<file path="src/rtl/frame_drain_ctrl.sv">
// rtl/frame_drain_ctrl.sv - read-side sequencer draining 128-bit frames to a byte stream
// Each frame goes out as one status header byte followed by 16 payload bytes, LSB first.
module frame_drain_ctrl #(
   parameter int   RD_LAT   = 2,
   parameter logic HDR_MARK = 1'b1
) (
   input  logic         clk,
   input  logic         rst,
   input  logic [8:0]   FramesCnt,
   input  logic [127:0] FrameOut,
   input  logic         DataOverf,
   input  logic [31:0]  LostFrames,
   output logic         FrameNext,
   input  logic         Hold,
   output logic [7:0]   TxData,
   output logic         TxValid,
   input  logic         TxReady,
   output logic [31:0]  FramesSent,
   output logic         Busy
);

   typedef enum logic [1:0] {IDLE, WAIT, HDR, DATA} state_t;

   localparam logic [2:0] WAIT_INIT = 3'(RD_LAT - 1);

   state_t        state, state_nx;
   logic [2:0]    wait_cnt, wait_cnt_nx;
   logic [127:0]  cap, cap_nx;
   logic [7:0]    hdr, hdr_nx;
   logic [3:0]    idx, idx_nx;
   logic          ovf_sticky, ovf_nx;
   logic [31:0]   lost_snap, lost_snap_nx;
   logic [31:0]   sent_nx;
   logic          next_nx;
   logic          xfer;
   logic [4:0]    cnt_sat;

   assign TxValid = (state == HDR) || (state == DATA);
   assign Busy    = (state != IDLE);
   assign xfer    = TxValid && TxReady;
   assign cnt_sat = (FramesCnt > 9'd31) ? 5'd31 : FramesCnt[4:0];

   always_comb begin
      TxData = 8'h00;
      if (state == HDR)
         TxData = hdr;
      else if (state == DATA)
         TxData = cap[7:0];
   end

   always_ff @(posedge clk or posedge rst) begin
      if (rst) begin
         state      <= IDLE;
         wait_cnt   <= 3'd0;
         cap        <= '0;
         hdr        <= 8'h00;
         idx        <= 4'd0;
         ovf_sticky <= 1'b0;
         lost_snap  <= 32'd0;
         FramesSent <= 32'd0;
         FrameNext  <= 1'b0;
      end else begin
         state      <= state_nx;
         wait_cnt   <= wait_cnt_nx;
         cap        <= cap_nx;
         hdr        <= hdr_nx;
         idx        <= idx_nx;
         ovf_sticky <= ovf_nx;
         lost_snap  <= lost_snap_nx;
         FramesSent <= sent_nx;
         FrameNext  <= next_nx;
      end
   end

   always_comb begin
      state_nx     = state;
      wait_cnt_nx  = wait_cnt;
      cap_nx       = cap;
      hdr_nx       = hdr;
      idx_nx       = idx;
      ovf_nx       = ovf_sticky | DataOverf;
      lost_snap_nx = lost_snap;
      sent_nx      = FramesSent;
      next_nx      = 1'b0;

      case (state)
         IDLE: begin
            if (FramesCnt != 9'd0 && !Hold) begin
               next_nx     = 1'b1;
               wait_cnt_nx = WAIT_INIT;
               state_nx    = WAIT;
            end
         end
         WAIT: begin
            // The request cycle itself is not counted, so capture lands RD_LAT cycles after it.
            if (!FrameNext) begin
               if (wait_cnt == 3'd0) begin
                  cap_nx       = FrameOut;
                  hdr_nx       = {HDR_MARK, ovf_sticky, (LostFrames != lost_snap), cnt_sat};
                  lost_snap_nx = LostFrames;
                  ovf_nx       = DataOverf;
                  state_nx     = HDR;
               end else begin
                  wait_cnt_nx = wait_cnt - 3'd1;
               end
            end
         end
         HDR: begin
            if (xfer) begin
               idx_nx   = 4'd0;
               state_nx = DATA;
            end
         end
         DATA: begin
            if (xfer) begin
               cap_nx = {8'h00, cap[127:8]};
               idx_nx = idx + 4'd1;
               if (idx == 4'd15) begin
                  sent_nx  = FramesSent + 32'd1;
                  state_nx = IDLE;
               end
            end
         end
         default: state_nx = IDLE;
      endcase
   end

endmodule

</file>
<file path="config.mk">
export PLATFORM = sky130hd
export DESIGN_NAME = frame_drain_ctrl
export DESIGN_NICKNAME = d
export VERILOG_FILES = /design/src/rtl/frame_drain_ctrl.sv
export SDC_FILE = /design/constraint.sdc
export NUM_CORES = 1
export LEC_CHECK = 0
export CAP_MARGIN = 20
export CORE_UTILIZATION = 46
export CTS_CLUSTER_DIAMETER = 80
export DETAILED_ROUTE_END_ITERATION = 10
export MAX_ROUTING_LAYER = met4
export PLACE_DENSITY = 0.77
export RECOVER_POWER = 50
export SLEW_MARGIN = 0
export SYNTH_ARGS = -nofsm -noshare
export SYNTH_HDL_FRONTEND = slang
export SYNTH_SLANG_ARGS = --single-unit
</file>
<file path="constraint.sdc">
create_clock -name clk -period 7.2 [get_ports clk]
set_input_delay 1.44 -clock clk [delete_from_list [all_inputs] [get_ports clk]]
set_output_delay 1.44 -clock clk [all_outputs]
set_load 0.005 [all_outputs]
</file>
# --- After elaboration in Yosys (flattened, before gate mapping) ---
# Index checks and enable logic that the tools add are counted.
classes:
  mux: 26
  reduce_logical: 17
  eq_ne: 12
  bitwise_logic: 2
  n_lt_le_gt_ge: 1
  add_sub_neg: 3
op_table:
  columns: ["op", "count"]
  rows:
  - ["$mux W128", 3]
  - ["$pmux W128 S2", 1]
  - ["$add A32 B1 Y32 const B", 1]
  - ["$ne A32 B32 Y1", 1]
  - ["$mux W8", 2]
  - ["$mux W2", 6]
  - ["$ne A2 B2 Y1 const B", 6]
  - ["$gt A9 B5 Y1 const B", 1]
  - ["$mux W3", 3]
  - ["$reduce_and A3 Y1", 3]
  - ["$reduce_bool A9 Y1", 1]
  - ["$mux W4", 2]
  - ["$pmux W2 S4", 1]
  - ["$pmux W4 S2", 1]
  - ["$reduce_and A4 Y1", 2]
  - ["$reduce_bool A2 Y1", 4]
  - ["$pmux W3 S2", 1]
  - ["$reduce_and A6 Y1", 1]
  - ["$mux W1", 5]
  - ["$mux W5", 1]
  - ["$add A4 B1 Y4 const B", 1]
  - ["$eq A2 B2 Y1 const B", 2]
  - ["$eq A4 B4 Y1 const B", 1]
  - ["$logic_not A3 Y1", 1]
  - ["9 further kinds", 10]
totals:
  wordCells: 70
  in_bits: 174
  ff_bits: 211

# --- Longest topological paths before layout ---
depth:
  word_depth: 5
  ltp_mapped: 9
  ltp_nobuf: 7

# --- Worst setup path after synthesis ---
# OpenSTA, ideal clock, no wires.
synth_path:
  kind: "reg2out"
  from: "register state[1]"
  to: "output port TxData[0]"
  n_path_buf: 3
  path_stages_with_launch: 7
  t_required_ns: 5.760
  arrival_time_ns: 1.341
  slack_ns: 4.419
  path_cell_list: "dfrtp_1 ha_1 buf_2 buf_2 clkbuf_1 nand2_1 o21ai_0"
synth_between:
  elab_chain_len: 3
  elab_cells_between_ends: 4
  classes_between: "eq/ne (2); mux (2)"
synth_lines:
  columns: ["item", "line", "rtl"]
  rows:
  - ["from (decl)", "26", "state_t state, state_nx;"]
  - ["from (signal assigned)", "63", "state <= state_nx;"]
  - ["$eq A2 B2 Y1", "47", "else if (state == DATA)"]
  - ["$mux W8", "47", null]
  - ["$mux W8 (*)", "45", "if (state == HDR)"]
  - ["to (decl)", "15", "output logic [7:0] TxData,"]
# Mark *: on every way between the ends. The rest lies on a longest branch, timed or not.

==> flow_metrics.env <==
export IMPL_drt_vias_per_instance=5.15
export IMPL_grt_pass1_vias=7538
export IMPL_critPathArrivalTime_ns=4.98
export IMPL_cts_made_buffers=24
export IMPL_setup_worst_path_end_class="async pin"
export IMPL_ys_async_sr_fraction_pct=100
export IMPL_num_vias=7218
export IMPL_clock_insertion_delay_worst_skew_ns=0.51
export IMPL_drt_total_wl_mm=22.9
export IMPL_synth_seq_cells=211
export IMPL_synth_top_family_by_area="multiplexers"
export IMPL_post_cts_setup_buffer_count=0
export IMPL_timing_critical_path_cells="dlygate4sd3_1 > clkinvlp_4 > clkbuf_1 > buf_12"
export IMPL_post_synth_cell_area_avg_sq_um=10.8
export IMPL_status="finished with violations"
export IMPL_fin_tns_setup_ns=0
export IMPL_cts_sinks=211
export IMPL_cp_start_kind="primary input"
export IMPL_worst_r2r_path_depth=6
export IMPL_clk_transition_reported_paths_ns=0.06
export IMPL_synth_compound_gate_area_share_pct=8.65
export IMPL_drtAntennaViolNets=0
export IMPL_htree_levels=1
export IMPL_synth_area_mux_share_pct=16.3
export IMPL_syn_instance_count=912
export IMPL_netlist_cell_type_count=42
export IMPL_final_period_utilization_pct=62.1
export IMPL_detail_route_drc_violations=0
export IMPL_worst_path_fanout_max=159
export IMPL_post_cts_hold_buffer_count=0
export IMPL_die_h_microns=148
export IMPL_synth_top_cell_area_share_pct=53.7
export IMPL_grt_max_degree=257
export IMPL_maxcap_viol_count=2
export IMPL_hold_path_cell_count=1
export IMPL_num_rows=53
export IMPL_synth_yosys_warnings=0
export IMPL_post_dp_hpwl_mm=15.7
export IMPL_hold_path_class="register to register"
export IMPL_global_route_wire_length_before_repair_mm=37.3
export IMPL_path_type_of_the_worst_setup_path="primary input to async pin"
export IMPL_post_synth_instance_area_sq_um=9830
export IMPL_worst_path_largest_cell_delay_ns=2.07
export IMPL_die_area_sq_um=22000
export IMPL_final_max_slew_viol_count=98
export IMPL_die_w_microns=148
export IMPL_netlist_top_cell_by_area="dfrtp_1"
export IMPL_synth_sequential_area_ratio_pct=53.7
export IMPL_final_hold_violation_count=0
export IMPL_max_slew_margin_pct=-97.0
export IMPL_finClkSkew_ns=0.00851
export IMPL_critical_path_top_delay_cell="clkbuf_1"
export IMPL_achievable_frequency_ghz=0.224
export IMPL_cts_root_buffer="clkbuf_16"
export IMPL_leakagePower_nw=5.43
export IMPL_worstMarginPinSlew_ns=2.95
export IMPL_grt_use_total_pct=22.0
export IMPL_wire_per_inst_microns=16.4
export IMPL_power_density_cell_area_nw_per_um2=401
export IMPL_synth_top_cells_by_area="dfrtp_1, mux2i_1, a21oi_1"
export IMPL_post_cts_resized=0
export IMPL_area_growth_synth_to_final_pct=31.6
export IMPL_grt_antenna_before_repair=1
export IMPL_grt_remaining_overflow=0
export IMPL_stdcell_count=1402
export IMPL_fin_nets=1292
export IMPL_ys_dominant_reg_cell="dfrtp_1"
export IMPL_detailedRoute_firstIterationViolations=295
export IMPL_ios=217
export IMPL_gp_congestion=0.814
export IMPL_overall_power_of_the_completed_layout_mw=5.19
export IMPL_cts_tree="done"
export IMPL_cts_max_path_buffers=3
export IMPL_post_synth_fa_ha_maj_area_fraction_pct=1.02
export IMPL_grt_setup_unrepaired="no"
export IMPL_fin_crit_period_ns=4.47
export IMPL_failed_checks="max-capacitance violations, max-slew violations"
export IMPL_synth_enable_flop_cells=0
export IMPL_core_area_sq_um=21000
export IMPL_drive_gt1_share_pct=7.19
export IMPL_critical_path_required_ns=7.71
export IMPL_synth_nets=1094
export IMPL_finalSetupViolations=0
export IMPL_vdd_ir_drop_worst_mv=0.335
export IMPL_synth_xor_area_share_pct=5.61
export IMPL_placedCellCount=1359
export IMPL_synth_simple_gate_area_share_pct=11.4
export IMPL_placement_io_buffers=216
export IMPL_initial_core_util_pct=46.8
export IMPL_drt_first_pass_iters=4
[through the flow]
| step | hold slack (ns) | area (sq um) | utilization (%) | setup slack [ns] |
|---|---|---|---|---|
| final | 0.464 | 12900 | 61.5 | 2.73 |
| after detailed placement | 0.455 | 12200 | 58.1 | 3.25 |
| after global placement | 0.456 | 12200 | 58.1 | 3.31 |
| after floorplan | 0.440 | 9840 | - | 3.02 |
| after global routing | 0.479 | 12900 | 61.5 | 2.07 |
| after CTS | 0.471 | 13000 | 61.8 | 2.70 |
[worst max-delay path, delay by kind of cell]
family                 cells  cell delay (ns)
buffers and inverters      4             3.36
[cell families (layout without fill, tap and decap cells)]
group / Yosys count / count (layout)
buf+inv: 75 / 289
fa+ha+maj: 8 / 8
flops: 211 / 211
simple gates: 240 / 240
compound gates: 159 / 159
other cells: 0 / 1
xor+xnor: 63 / 63
mux: 156 / 156
[layer usage]
metal | part of all wire [%] | up-vias | GRT usage (%) | wire length, microns
li1 | - | 3545 | - | -
met1 | 43 | 3463 | 26.9 | 9900
met2 | 48 | 173 | 35.9 | 11000
met3 | 6.2 | 37 | 5.40 | 1430
met4 | 2.6 | 0 | 6.49 | 597
met5 | 0 | - | - | 0
[sequential cells by signal, summed over array words and instances, names as in the netlist]
register    flops
FrameNext       1
hdr             8
wait_cnt        3
idx             4
FramesSent     32
ovf_sticky      1
lost_snap      32
state           2
cap           128
[Yosys cell counts (all sizes together) (3+ instances only)]
cell    instances
o22a            4
nor4            6
and4            5
nand3          21
a31oi           3
xnor2          50
inv            25
o21ai          20
a21oi         122
buf            33
xor2           13
ha              8
nor3            4
nand2          40
nand4          17
mux2           35
nor2          136
dfrtp         211
mux2i         121
clkbuf         17
[path summary, 6_finish.rpt]
check                                from        endpoint  slack, ns
min in group asynchronous             rst    lost_snap[6]       2.54
setup reg to reg                 state[1]          hdr[2]       3.65
hold / removal             FramesSent[31]  FramesSent[31]       0.46
setup / recovery                      rst         cap[71]       2.73
max in group clk                 state[0]       TxData[2]       2.75
hold reg to reg            FramesSent[31]  FramesSent[31]       0.46
[cells in the final DEF (no fill, tap or decap), types with 2 or more instances in the layout]
cell type        Yosys  final
buf_4                0      2
and4_1               5      5
nand3_1             21     21
clkbuf_1            17     10
nand2_1             39     40
buf_12               0      2
dfrtp_1            211    211
o22a_1               4      4
ha_1                 8      7
nand4_1             14     15
mux2i_1            121    121
o211ai_1             2      2
xnor2_1             50     50
clkbuf_16            0     25
and3_1               2      2
clkdlybuf4s50_1      0    180
dlygate4sd3_1        0     36
nand4_2              3      2
a31oi_1              3      3
o21ai_0             20     20
nand2b_1             2      2
and2_0               0      2
nor2_1             136    136
nor4_1               4      5
inv_1               25     24
nor3b_1              1      2
nor3_1               2      4
mux2_2              35     34
xor2_1              13     13
a21oi_1            122    122
clkbuf_8             0      6
clkinv_2             0      2
[layout make-up]
class                           instances  area, sq um
Antenna cell                            1         2.50
Tap cell                              275          344
Multi-Input combinational cell        626         4210
Timing Repair Buffer                  222         2220
Fill cell                            1764         8080
Clock inverter                          3         40.0
Sequential cell                       211         5280
Inverter                               25         97.6
Clock buffer                           39          738
[where the power goes]
| group | internal [mW] | switching (mW) |
|---|---|---|
| Clock | 0.731 | 0.469 |
| Combinational | 0.941 | 1.06 |
| Sequential | 1.69 | 0.296 |
Power figures use the tool's default switching activity.
